--- src/rtl/led_lane_serializer_if.sv ---
// Frame request, pixel data and LED pin bundle between the statistics logic and the lane serializer.
interface led_lane_serializer_if #(
    parameter int CH = 8,
    parameter int DW = 4
);
    logic               en;
    logic               start;
    logic               color_order;
    logic               msb_first;
    logic [CH*DW-1:0]   mean_r;
    logic [CH*DW-1:0]   mean_g;
    logic [CH*DW-1:0]   mean_b;
    logic               busy;
    logic               done;
    logic               cko_o;
    logic [CH-1:0]      sdo;
    logic               lat_o;

    modport master (
        output en, start, color_order, msb_first, mean_r, mean_g, mean_b,
        input  busy, done, cko_o, sdo, lat_o
    );

    modport slave (
        input  en, start, color_order, msb_first, mean_r, mean_g, mean_b,
        output busy, done, cko_o, sdo, lat_o
    );
endinterface

--- src/rtl/led_lane_serializer.sv ---
// Multi-lane LED serializer: captures per-lane RGB words on start, shifts them out on CH lanes
// with a shared bit clock, then pulses a latch strobe and a done flag.
module led_lane_serializer #(
    parameter int CH        = 8,
    parameter int DW        = 4,
    parameter int DIV       = 4,
    parameter int LATCH_CYC = 8
) (
    input  logic                 clk_fast,
    input  logic                 rst,
    led_lane_serializer_if.slave bus
);
    localparam int NB = 3 * DW;
    localparam int BW = $clog2(NB);
    localparam int VW = (DIV > 1) ? $clog2(DIV) : 1;
    localparam int LW = (LATCH_CYC > 1) ? $clog2(LATCH_CYC) : 1;

    typedef enum logic [1:0] {IDLE, SHIFT, LATCH, DONE} state_t;

    state_t                 state, state_nxt;
    logic [CH-1:0][NB-1:0]  frame_in;
    logic [CH-1:0][NB-1:0]  shadow;
    logic [CH*DW-1:0]       first_c, second_c;
    logic [CH-1:0]          sdo_w;
    logic [BW-1:0]          bit_cnt;
    logic [VW-1:0]          div_cnt;
    logic [LW-1:0]          lat_cnt;
    logic                   phase;
    logic                   accept, div_end, last_bit, lat_end;

    assign first_c  = bus.color_order ? bus.mean_g : bus.mean_r;
    assign second_c = bus.color_order ? bus.mean_r : bus.mean_g;

    // Frame word is stored in transmit order: bit 0 goes out first.
    for (genvar i = 0; i < CH; i++) begin : g_lane
        for (genvar j = 0; j < DW; j++) begin : g_bit
            assign frame_in[i][j]        = bus.msb_first ? first_c[i*DW + DW-1-j]  : first_c[i*DW + j];
            assign frame_in[i][DW + j]   = bus.msb_first ? second_c[i*DW + DW-1-j] : second_c[i*DW + j];
            assign frame_in[i][2*DW + j] = bus.msb_first ? bus.mean_b[i*DW + DW-1-j] : bus.mean_b[i*DW + j];
        end
        assign sdo_w[i] = shadow[i][bit_cnt];
    end

    assign accept   = bus.start & bus.en;
    assign div_end  = (div_cnt == VW'(DIV - 1));
    assign last_bit = (bit_cnt == BW'(NB - 1));
    assign lat_end  = (lat_cnt == LW'(LATCH_CYC - 1));

    always_ff @(posedge clk_fast) begin
        if (rst) state <= IDLE;
        else     state <= state_nxt;
    end

    always_comb begin
        state_nxt = state;
        bus.busy  = 1'b0;
        bus.done  = 1'b0;
        bus.cko_o = 1'b0;
        bus.lat_o = 1'b0;
        bus.sdo   = '0;
        case (state)
            IDLE: if (accept) state_nxt = SHIFT;
            SHIFT: begin
                bus.busy  = 1'b1;
                bus.cko_o = phase;
                bus.sdo   = sdo_w;
                if (phase && div_end && last_bit) state_nxt = LATCH;
            end
            LATCH: begin
                bus.busy  = 1'b1;
                bus.lat_o = 1'b1;
                if (lat_end) state_nxt = DONE;
            end
            DONE: begin
                bus.done  = 1'b1;
                state_nxt = IDLE;
            end
            default: state_nxt = IDLE;
        endcase
        if (!bus.en) state_nxt = IDLE;
    end

    // Bit index advances only on the high-to-low transition, so sdo holds through the high phase.
    always_ff @(posedge clk_fast) begin
        if (state == IDLE && accept) begin
            shadow  <= frame_in;
            bit_cnt <= '0;
            div_cnt <= '0;
            phase   <= 1'b0;
        end else if (state == SHIFT) begin
            if (div_end) begin
                div_cnt <= '0;
                phase   <= ~phase;
                if (phase && !last_bit) bit_cnt <= bit_cnt + 1'b1;
            end else begin
                div_cnt <= div_cnt + 1'b1;
            end
        end
    end

    always_ff @(posedge clk_fast) begin
        if (state == LATCH) lat_cnt <= lat_cnt + 1'b1;
        else                lat_cnt <= '0;
    end
endmodule

--- src/flat_wrapper.sv ---
// flat-port wrapper written by rule: the top's interface ports become plain ports
module led_lane_serializer_flat 
#(
    parameter int CH        = 8,
    parameter int DW        = 4,
    parameter int DIV       = 4,
    parameter int LATCH_CYC = 8
)
  (clk_fast, rst, bus_en, bus_start, bus_color_order, bus_msb_first, bus_mean_r, bus_mean_g, bus_mean_b, bus_busy, bus_done, bus_cko_o, bus_sdo, bus_lat_o);
  led_lane_serializer_if #(.CH(CH), .DW(DW)) bus_i ();
  input  logic clk_fast;
  input  logic rst;
  input wire logic [$bits(bus_i.en)-1:0] bus_en;
  input wire logic [$bits(bus_i.start)-1:0] bus_start;
  input wire logic [$bits(bus_i.color_order)-1:0] bus_color_order;
  input wire logic [$bits(bus_i.msb_first)-1:0] bus_msb_first;
  input wire logic [$bits(bus_i.mean_r)-1:0] bus_mean_r;
  input wire logic [$bits(bus_i.mean_g)-1:0] bus_mean_g;
  input wire logic [$bits(bus_i.mean_b)-1:0] bus_mean_b;
  output wire logic [$bits(bus_i.busy)-1:0] bus_busy;
  output wire logic [$bits(bus_i.done)-1:0] bus_done;
  output wire logic [$bits(bus_i.cko_o)-1:0] bus_cko_o;
  output wire logic [$bits(bus_i.sdo)-1:0] bus_sdo;
  output wire logic [$bits(bus_i.lat_o)-1:0] bus_lat_o;
  assign bus_i.en = bus_en;
  assign bus_i.start = bus_start;
  assign bus_i.color_order = bus_color_order;
  assign bus_i.msb_first = bus_msb_first;
  assign bus_i.mean_r = bus_mean_r;
  assign bus_i.mean_g = bus_mean_g;
  assign bus_i.mean_b = bus_mean_b;
  assign bus_busy = bus_i.busy;
  assign bus_done = bus_i.done;
  assign bus_cko_o = bus_i.cko_o;
  assign bus_sdo = bus_i.sdo;
  assign bus_lat_o = bus_i.lat_o;
  led_lane_serializer #(.CH(CH), .DW(DW), .DIV(DIV), .LATCH_CYC(LATCH_CYC)) u_core (.clk_fast(clk_fast), .rst(rst), .bus(bus_i));
endmodule
--- config.mk ---
export PLATFORM = sky130hd
export DESIGN_NAME = led_lane_serializer_flat
export DESIGN_NICKNAME = d
export VERILOG_FILES = /design/src/rtl/led_lane_serializer_if.sv /design/src/rtl/led_lane_serializer.sv /design/src/flat_wrapper.sv
export SDC_FILE = /design/constraint.sdc
export NUM_CORES = 1
export LEC_CHECK = 0
export CORE_MARGIN = 4
export CORE_UTILIZATION = 55
export CTS_CLUSTER_DIAMETER = 40
export DETAILED_ROUTE_END_ITERATION = 8
export GPL_TIMING_DRIVEN = 0
export PLACE_DENSITY = 0.8
export SETUP_SLACK_MARGIN = 0.15
export SLEW_MARGIN = 20
export SYNTH_ARGS = -nofsm -noshare
export SYNTH_HDL_FRONTEND = slang
export SYNTH_SLANG_ARGS = --single-unit
export TNS_END_PERCENT = 50
--- constraint.sdc ---
create_clock -name clk_fast -period 12.9 [get_ports clk_fast]
set_input_delay 3.87 -clock clk_fast [delete_from_list [all_inputs] [get_ports clk_fast]]
set_output_delay 3.87 -clock clk_fast [all_outputs]
set_load 0.03 [all_outputs]
After elaboration in Yosys (flattened, before gate mapping)
Cells that the tools add are included.
{ "word_totals": {"register_bits": 108} }
{ "op_classes": {"addsub": 3, "magnitude_cmp": 1, "n_eq_ne": 9, "n_mux": 124, "n_bitwise": 3, "reduce_logical": 11} }
{ "op_table": {"columns": ["operator", "n"], "rows": [
  ["$mux 1", 108],
  ["$mux 32", 2],
  ["$bmux 1 s4", 8],
  ["$mux 2", 4],
  ["$mux 8", 1],
  ["$pmux 2 s4", 1],
  ["$eq 2x2->1 const B", 3],
  ["$ne 2x1->1 const B", 3],
  ["$reduce_and 3->1", 2],
  ["$lt 4x5->1 const B", 1],
  ["$add 4x1->4 const B", 1],
  ["$eq 4x4->1 const B", 1],
  ["$logic_and 1x1->1", 4],
  ["$reduce_or 2->1", 2],
  ["$add 3x1->3 const B", 1],
  ["$eq 3x3->1 const B", 1],
  ["$add 2x1->2 const B", 1],
  ["$eq 2x1->1 const B", 1],
  ["$logic_not 2->1", 1],
  ["$not 1->1", 2],
  ["$reduce_and 2->1", 1],
  ["$and 1x1->1", 1],
  ["$logic_not 1->1", 1]
]} }

Depth between registers and ports, before layout
Gate-level depths: netlist of run 1.
{ "logic_depth": {"word_depth": 5, "depth_mapped": 7} }

Worst setup path after synthesis of run 1
Ideal clock, no wire load.
{ "synth_path": {"path_type": "input port to flip-flop", "startpoint": "input bus_en", "endpoint": "register u_core.shadow[0] (netlist name), enable pin", "arrival_time_ps": 6781, "required_time_ps": 12403, "setup_slack_ps": 5622, "cell_stages": 2, "path_buffers": 1, "path_cell_list": "and3_1 > clkbuf_1"} }
{ "synth_between": {"elab_chain_cells": 2} }
{ "synth_lines": {"columns": ["item", "line_no", "rtl"], "rows": [
  ["from (decl)", "flat_wrapper.sv:13", "input wire logic [$bits(bus_i.en)-1:0] bus_en;"],
  ["$and 1x1->1", "led_lane_serializer.sv:44", "assign accept = bus.start & bus.en;"],
  ["$logic_and 1x1->1", "led_lane_serializer.sv:85", "if (state == IDLE && accept) begin"],
  ["to (signal assigned)", "led_lane_serializer.sv:86", "shadow <= frame_in;"],
  ["to (decl)", "led_lane_serializer.sv:22", "logic [CH-1:0][NB-1:0] shadow;"]
]} }
No other way between the ends.
A chain may end at the register's enable or synchronous reset.

Worst setup path in the final report of run 1
{ "layout_path": {"startpoint": "register u_core.bit_cnt[2]", "endpoint": "output bus_sdo[3]"} }
{ "layout_between": {"elab_chain_cells": 3} }
{ "layout_lines": {"columns": ["item", "line_no", "rtl"], "rows": [
  ["from (decl)", "led_lane_serializer.sv:25", "logic [BW-1:0] bit_cnt;"],
  ["from (signal assigned)", "led_lane_serializer.sv:94", "if (phase && !last_bit) bit_cnt <= bit_cnt + 1'b1;"],
  ["$bmux 1 s4", "led_lane_serializer.sv:41", "assign sdo_w[i] = shadow[i][bit_cnt];"],
  ["$mux 1 (not written as such)", "led_lane_serializer.sv:41", null],
  ["$mux 8", "led_lane_serializer.sv:61", "case (state)"],
  ["to (decl)", "flat_wrapper.sv:23", "output wire logic [$bits(bus_i.sdo)-1:0] bus_sdo;"]
]} }
No other way between the ends. The select of a mux whose other input is x is not followed.

==> impl.org, run 1 <==
** Clock network
- For this design, the CTS-stage hold fixing added 0 buffers.
- Clk sink count :: about 110
- After clock tree synthesis, the clock-pin slew on the worst setup and hold paths is around 70 ps.
- Worst-Skew Late Latency :: between 300 and 400 ps
- The H-tree was split into 3 levels.
- Clock tree root driver cell :: clkbuf_16
- Number of buffers on the longest clock path :: 2
- Post-cts gate resize count :: 0
- TritonCTS built the clock tree.
- The number of clock buffers added by TritonCTS is 9.
- Buffers inserted by post-CTS timing repair :: 0

** Placement
- Worst setup timing slack at the placement stage :: 6800 ps
- The wire-length estimate of the detail-placed layout is about 9800 um.
- During placement, the flow inserted port buffers numbering 111.
- At the end of routability-driven placement, the weighted congestion stood at between 0.7 and 0.8.

** STA
- Final hold viol count :: 0
- FMAX :: approximately 0.16 GHz
- Tightest Pin Transition :: around 900 ps
- The clock period could shrink to approximately 6500 ps.
- Max transition margin :: roughly 40%
- In the finished design, the share of the clock period the worst path needs comes to approximately half.
- Across all setup checks in the final design, the least slack found is ~6400 ps.
- Setup violations remaining at the end of the flow were counted as 0.
- On the final layout, the worst clock skew is 9.62 ps.
- The final count of pins violating max slew came to 0.
- Post-route setup TNS :: 0 ps
- Setup repair after global routing left no endpoint under its margin.

** Route
- In the final routed layout, each cell accounts on average for a little over 20 um.
- The routed design has about 13,000 um of wire.
- For this run, the detailed router's first-pass iteration total came to 5.
- Once detail routing completed, the nets flagged for antenna violations numbered 0.
- The routed layout has between 3,000 and 4,000 vias.
- Detail-routed via count per cell :: ~6.2
- Number of remaining DRC errors :: 0
- The detailed router finished its first iteration with approximately 260 violations.

** Logic synthesis
- Summed instance area of the synthesized netlist :: approximately 0.0063 mm^2
- Fraction of the mapped netlist area in simple logic gates :: roughly 3.1%
- The synthesized netlist devotes 0.558% of its cell area to XOR and XNOR gates.
- FFs w/ async S/R, synth :: 0%
- By area the synthesized netlist is led by edfxtp_1, mux4_2, mux2_2.
- In the synthesized netlist, the number of instances is around 370.
- Count of unique library cells instantiated by Yosys :: 31
- A synthesized cell averages 17.0 um^2.
- Largest area contributor in the synthesized netlist :: edfxtp_1
- Share of the synthesized area in the top cell type :: approximately 46%
- Post-synthesis sequential area ratio :: roughly 50%
- The synthesized design contains 96 enable-type register cells.
- Most used DFF post-synth :: edfxtp_1
- By area, the combinational part of the netlist is dominated by multiplexers.
- Fraction of synthesized area in multiplexers :: between 30% and 40%
- Number of synthesis warnings :: 0
- Summing the areas of all compound-gate instances in the mapped netlist gives between 3 and 4% of the synthesized area.
- Synth Net Count :: between 400 and 500
- Of the total synthesized cell area, the portion taken by full adders, half adders and majority gates is 1.59%.
- In this run, synthesis produced a sequential element count of around 110.

** Hold path
- The worst hold path belongs to the class reg2reg.

** Global route
- GR peak layer :: met2
- Met3 capacity usage during global routing :: roughly 4.4%
- The number of antenna violations at the first check in global routing was 0.
- Combined global-route utilization of all metal layers :: a little over a fifth
- Via count of the first global-routing pass :: ~4,000
- For met2 alone, demand over resource in global routing was between 30% and 40%.
- Grt total ovfl :: 0
- Global routing consumed, on the met1 layer, ~28% of the routing resources.
- The first global-routing pass estimated about 21,000 um of wire.
- Pin count of the biggest net entering global routing :: 58

** Floorplanning
- For this configuration, the core starts out at a cell density of a little under three fifths.
- From left edge to right edge, the die measures approximately 110 um.
- Number of placement rows :: 38
- Core Footprint :: roughly 0.011 mm^2
- Area of the die :: between 0.01 and 0.015 mm^2
- Pin placement for this block handled between 100 and 150 I/O pins.
- In this run the vertical extent of the chip is around 110 um.

** Finish
- Sequential cell area in the final layout :: ~0.0031 mm^2
- The library cells used most frequently in the layout, excluding fill and tap cells, are clkdlybuf4s50_1, edfxtp_1, mux4_2, mux2i_1, mux2_2.
- Leaving out fill and tap cells, the most frequent cell in the layout is clkdlybuf4s50_1.
- Post-layout net count :: around 600
- Area of combinational cells with multiple inputs :: approximately 0.0029 mm^2
- Layout cells sized above 1 :: between 20 and 30%
- The repair_antennas step left the layout with diodes totalling 0.
- The area growth from synthesis to layout is 25.4%.
- Filler cell count in the final layout :: between 700 and 800

** Power
- Power, Total :: 0.791 mW
- VDD IR max :: ~64 uV
- Summed over all cells, the static leakage comes to 2.64 nW.
- Power density over the cells :: 101 mW/mm^2

** Worst setup path
- The critical path is of the reg2out type.
- WP data required :: around 9000 ps
- Slowest Stage Delay on Critical Path :: roughly 710 ps
- Bufs and invs on worst path :: 1
- Category of cells accounting for the largest share of critical-path delay :: simple AND/OR/NAND/NOR gates
- CP Launch Type :: flop
- Data arrives at the worst endpoint at roughly 2600 ps.
- Crit end category :: output pin
- Maximum fanout count along the critical path :: 8
- The critical path goes through nor2_1, a22oi_1, nand2_1, o22ai_1, clkdlybuf4s50_1.
- Worst-path cell with the longest stage delay :: nor2_1

** Outcome
- Outcome :: finished, final reports clean

** Flow run
- The tool flagged a number of max-cap violations equal to 0.
per-stage QoR:
step	hold WS (ps)	area, um^2	std cells	util (%)
finish	425	7870	637	71.4
global route	444	7870	637	71.4
CTS	433	7870	637	71.4
detailed placement	421	7600	621	68.9
global placement	408	7570	620	68.6
floorplan	398	6280	369	-
cells by family (layout without fill, tap and decap cells):
group,Yosys count,count (layout)
DFF,108,108
muxes,138,138
xor gates and xnor gates,4,4
AOI/OAI and AO/OA,31,31
adders and majority gates,8,8
buffers and inverters,40,168
and+or+nand+nor,40,40
registers in the layout, indices dropped and copies added, names as in the netlist:
name and count:
u_core.shadow 96, u_core.bit_cnt 4, u_core.lat_cnt 3, u_core.div_cnt 2, u_core.state 2, u_core.phase 1
synth_stat cells (2+ instances only):
master,number
dfxtp_1,12
buf_1,4
a21oi_1,4
nand2b_1,2
nand2_1,13
nand3_1,2
mux2_2,32
a22oi_1,16
mux4_2,65
xor2_1,4
and2_1,4
nor2b_1,4
mux2i_1,34
buf_6,2
buf_4,13
buf_2,7
nor2_1,9
edfxtp_1,96
buf_12,2
o22ai_1,8
inv_1,10
mux4_1,7
and3_1,3
nand3b_1,2
ha_1,8
layout make-up:
| cell class | instances | area share (%) |
|---|---|---|
| sequential | 108 | 39.7 |
| tap | 140 | 2.22 |
| timing repair buffer | 112 | 14.5 |
| buffer | 30 | 2.96 |
| inverter | 10 | 0.477 |
| multi-input combinational | 221 | 36.7 |
| clock buffer | 9 | 2.86 |
| clock inverter | 7 | 0.636 |
metal layers:
| layer | vias up | share of wire, % |
|---|---|---|
| met1 | 1958 | 40 |
| met4 | 0 | 1.4 |
| met3 | 15 | 8.4 |
| met2 | 159 | 50 |
| met5 | - | 0 |
| li1 | 1791 | - |
power breakdown:
group | internal (mW) | total [mW] | switching (mW)
logic | 0.0781 | 0.129 | 0.0505
clock network | 0.131 | 0.251 | 0.120
registers | 0.406 | 0.412 | 0.00535
total | 0.616 | 0.791 | 0.175
final timing paths:
kind / end / cells past startpoint / slack (ps) / start
min reg2reg: u_core.lat_cnt[0] / 1 / 420 / u_core.lat_cnt[0]
max: bus_sdo[3] / 5 / 6450 / u_core.bit_cnt[2]
max reg2reg: u_core.shadow[27] / 5 / 10900 / u_core.state[1]
min: u_core.lat_cnt[0] / 1 / 420 / u_core.lat_cnt[0]
No activity file was read; power rests on OpenSTA's default activity.
==> run 2, diff against run 1 <==
--- a/config.mk
+++ b/config.mk
@@ -6,11 +6,11 @@
 export NUM_CORES = 1
 export LEC_CHECK = 0
 export CORE_MARGIN = 4
-export CORE_UTILIZATION = 55
+export CORE_UTILIZATION = 48
 export CTS_CLUSTER_DIAMETER = 40
 export DETAILED_ROUTE_END_ITERATION = 8
 export GPL_TIMING_DRIVEN = 0
-export PLACE_DENSITY = 0.8
+export PLACE_DENSITY = 0.74
 export SETUP_SLACK_MARGIN = 0.15
 export SLEW_MARGIN = 20
 export SYNTH_ARGS = -nofsm -noshare
==> constraint.sdc (replaced) <==
create_clock -name clk_fast -period 5.6 [get_ports clk_fast]
set_input_delay 1.68 -clock clk_fast [delete_from_list [all_inputs] [get_ports clk_fast]]
set_output_delay 1.68 -clock clk_fast [all_outputs]
set_load 0.03 [all_outputs]
==> impl.org, run 2 (synthesis results as in run 1) <==
** Worst setup path
- Data arrival time of the worst path :: around 2500 ps
- The worst setup path is captured at an output pin.
- In this design, the stage delay of the slowest critical-path cell is just over 700 ps.
- By startpoint and endpoint, the worst setup path is classified as reg2out.
- Category of cells accounting for the largest share of critical-path delay :: buffers and inverters
- For the worst setup path, the data required time is 3920 ps.
- CP Launch Type :: flop
- The critical path goes through buf_6, buf_12, buf_6, mux2i_1, a22oi_1, nand2_1, o22ai_1, clkdlybuf4s50_1.
- Tracing the worst setup path back leads to its startpoint at u_core.bit_cnt[0].
- The slowest stage of the critical path belongs to the cell clkdlybuf4s50_1.
- The startpoint identified for the worst register-to-register timing path is u_core.state[0].
- The worst register-to-register path has a setup slack of 3580 ps.
- Of all nets on the critical path, the largest fanout is 10.
- The cell that appears most often on the critical path is buf_6.
- Together, buffers and inverters on the worst path number 4.

** Floorplanning
- Number of placement rows :: a little over 40
- Area of the die :: between 0.01 and 0.015 mm^2
- # IOs :: 114
- DIE WIDTH :: roughly 120 um
- The region available for standard cell placement spans about 0.013 mm^2.
- Once the floorplan was initialized, standard cells occupied between 40% and 50% of the core.
- From bottom edge to top edge, the die measures around 120 um.

** Route
- Routed wire length :: 13,900 um
- In the final routed layout, each cell accounts on average for roughly 21 um.
- Using the TritonRoute via totals, the vias-per-cell ratio works out to 5.88.
- In this run the remaining antenna-violating nets after routing total 0.
- In this run, the number of DRC markers left after iteration 0 of detailed routing was 343.
- The pre-antenna-repair detailed-routing pass consisted of 4 iterations.
- Overall via count from detail_route :: approximately 4,000
- After detailed routing, the number of remaining DRC violations is 0.

** STA
- Setup violations remaining at the end of the flow were counted as 0.
- FMAX :: 0.238 GHz
- The final count of pins violating max slew came to 0.
- Worst Skew :: 6.84 ps
- Setup repair after global routing left no endpoint under its margin.
- Headroom to the max-slew limit came out at approximately 47%.
- Counting I/O delays and the setup requirement, the final critical path takes 4190 ps.
- Of the available clock period, the critical path in the final layout requires between 70% and 80%.
- Final hold viol count :: 0
- At the pin with the least slew margin, the transition time is 791 ps.

** Clock network
- Worst-Skew Late Latency :: around 350 ps
- Number of buffers on the longest clock path :: 2
- Inserted Clock Buffers :: 9
- Clk sink count :: around 110
- Clock tree root driver cell :: clkbuf_16
- TritonCTS built the clock tree.
- Clk pin slew, worst setup/hold paths :: around 70 ps
- Once the clock tree was built, the setup fixing pass inserted 0 buffers.
- # hold bufs at CTS :: 0
- CTS built an H-tree with a depth of 3.
- The number of gates resized after CTS was 0.

** Power
- VDD sags by at most 141 uV.
- In this run the static leakage power is between 2 and 3 nW.
- Power, Total :: just under 2 mW
- Power density over the cells :: ~240 mW/mm^2

** Finish
- Area delta synth->final :: 27.0%
- Of the cells placed in the final design, the portion with a size suffix greater than 1 is 28.3%.
- Final design instance area without fill :: 0.00797 mm^2
- Register with the highest flop count :: u_core.shadow
- 0 antenna diodes ended up in the layout.
- Most common library cell in the layout ignoring fill and taps :: clkdlybuf4s50_1
- Post-layout net count :: roughly 600
- Max FFs per register :: between 90 and 100
- In the layout the commonest cells are clkdlybuf4s50_1, edfxtp_1, mux4_2, mux2i_1, mux2_2.
- Once layout is complete, the utilization of the core stands at a little over three fifths.
- Largest registers ranked by flip-flop count :: u_core.shadow (96), u_core.bit_cnt (4), u_core.lat_cnt (3)

** Placement
- After detailed placement, the total cell area comes to roughly 0.0077 mm^2.
- The wire-length estimate of the detail-placed layout is approximately 10,000 um.
- Placer Congestion :: between 0.7 and 0.8
- The count of buffers added on input and output ports is 111.

** Flow run
- Max-cap violations in this run came to 0.

** Hold path
- Hold path startpoint :: u_core.lat_cnt[0]
- The path class of the tightest hold or removal check is reg2reg.

** Global route
- Pin count of the biggest net entering global routing :: between 40 and 50
- Summed over all layers, the global routing overflow is 0.
- Antenna violations before repair :: 0
- The first global-routing pass estimated approximately 22,000 um of wire.
- Combined global-route utilization of all metal layers :: about a fifth
- The number of global-route vias before repair was 4,112.

** Outcome
- Outcome :: finished, final reports clean
run 2: path summary, 6_finish.rpt:
| path | to | cells past startpoint |
|---|---|---|
| setup / recovery | bus_sdo[2] | 8 |
| hold / removal | u_core.lat_cnt[0] | 1 |
| setup reg to reg | u_core.shadow[9] | 6 |
| hold reg to reg | u_core.lat_cnt[0] | 1 |
run 2: area by class of cell:
cell class                 instances  area, um^2
clock inverter                     7        97.6
timing repair buffer             113        1150
tap                              172         215
buffer                            30         233
multi-input combinational        221        2890
clock buffer                       9         225
sequential                       108        3120
fill                             988        4750
inverter                          10        37.5
run 2: worst reg2reg max path, cell delays in order (launching register included):
cell and delay (ps):
dfxtp_1 350, inv_1 90, ha_1 180, and3_1 160, clkbuf_4 380, buf_12 280, buf_12 260
run 2: where the power goes:
group          total [mW]  switching [mW]  internal (mW)  leakage [nW]
Combinational       0.301           0.120          0.181          1.52
Sequential          0.948          0.0120          0.936         0.994
Clock               0.683           0.288          0.394         0.154
run 2: metal layers:
layer | routed length (um) | vias to the layer above | track usage (%)
met4 | 170 | 0 | 5.60
met5 | 0 | - | 0
met2 | 6870 | 135 | 31.5
met3 | 871 | 12 | 3.00
met1 | 5940 | 2000 | 26.5
li1 | - | 1793 | -
run 2: metrics by stage:
step                setup slack [ps]  cells  hold WS, ps  TNS (ps)
floorplan                        512    369          398         0
global placement                -948    652          408    -96060
detailed placement              1790    654          417         0
CTS                             1410    670          429         0
global route                    1250    670          445         0
finish                          1410    670          424         0
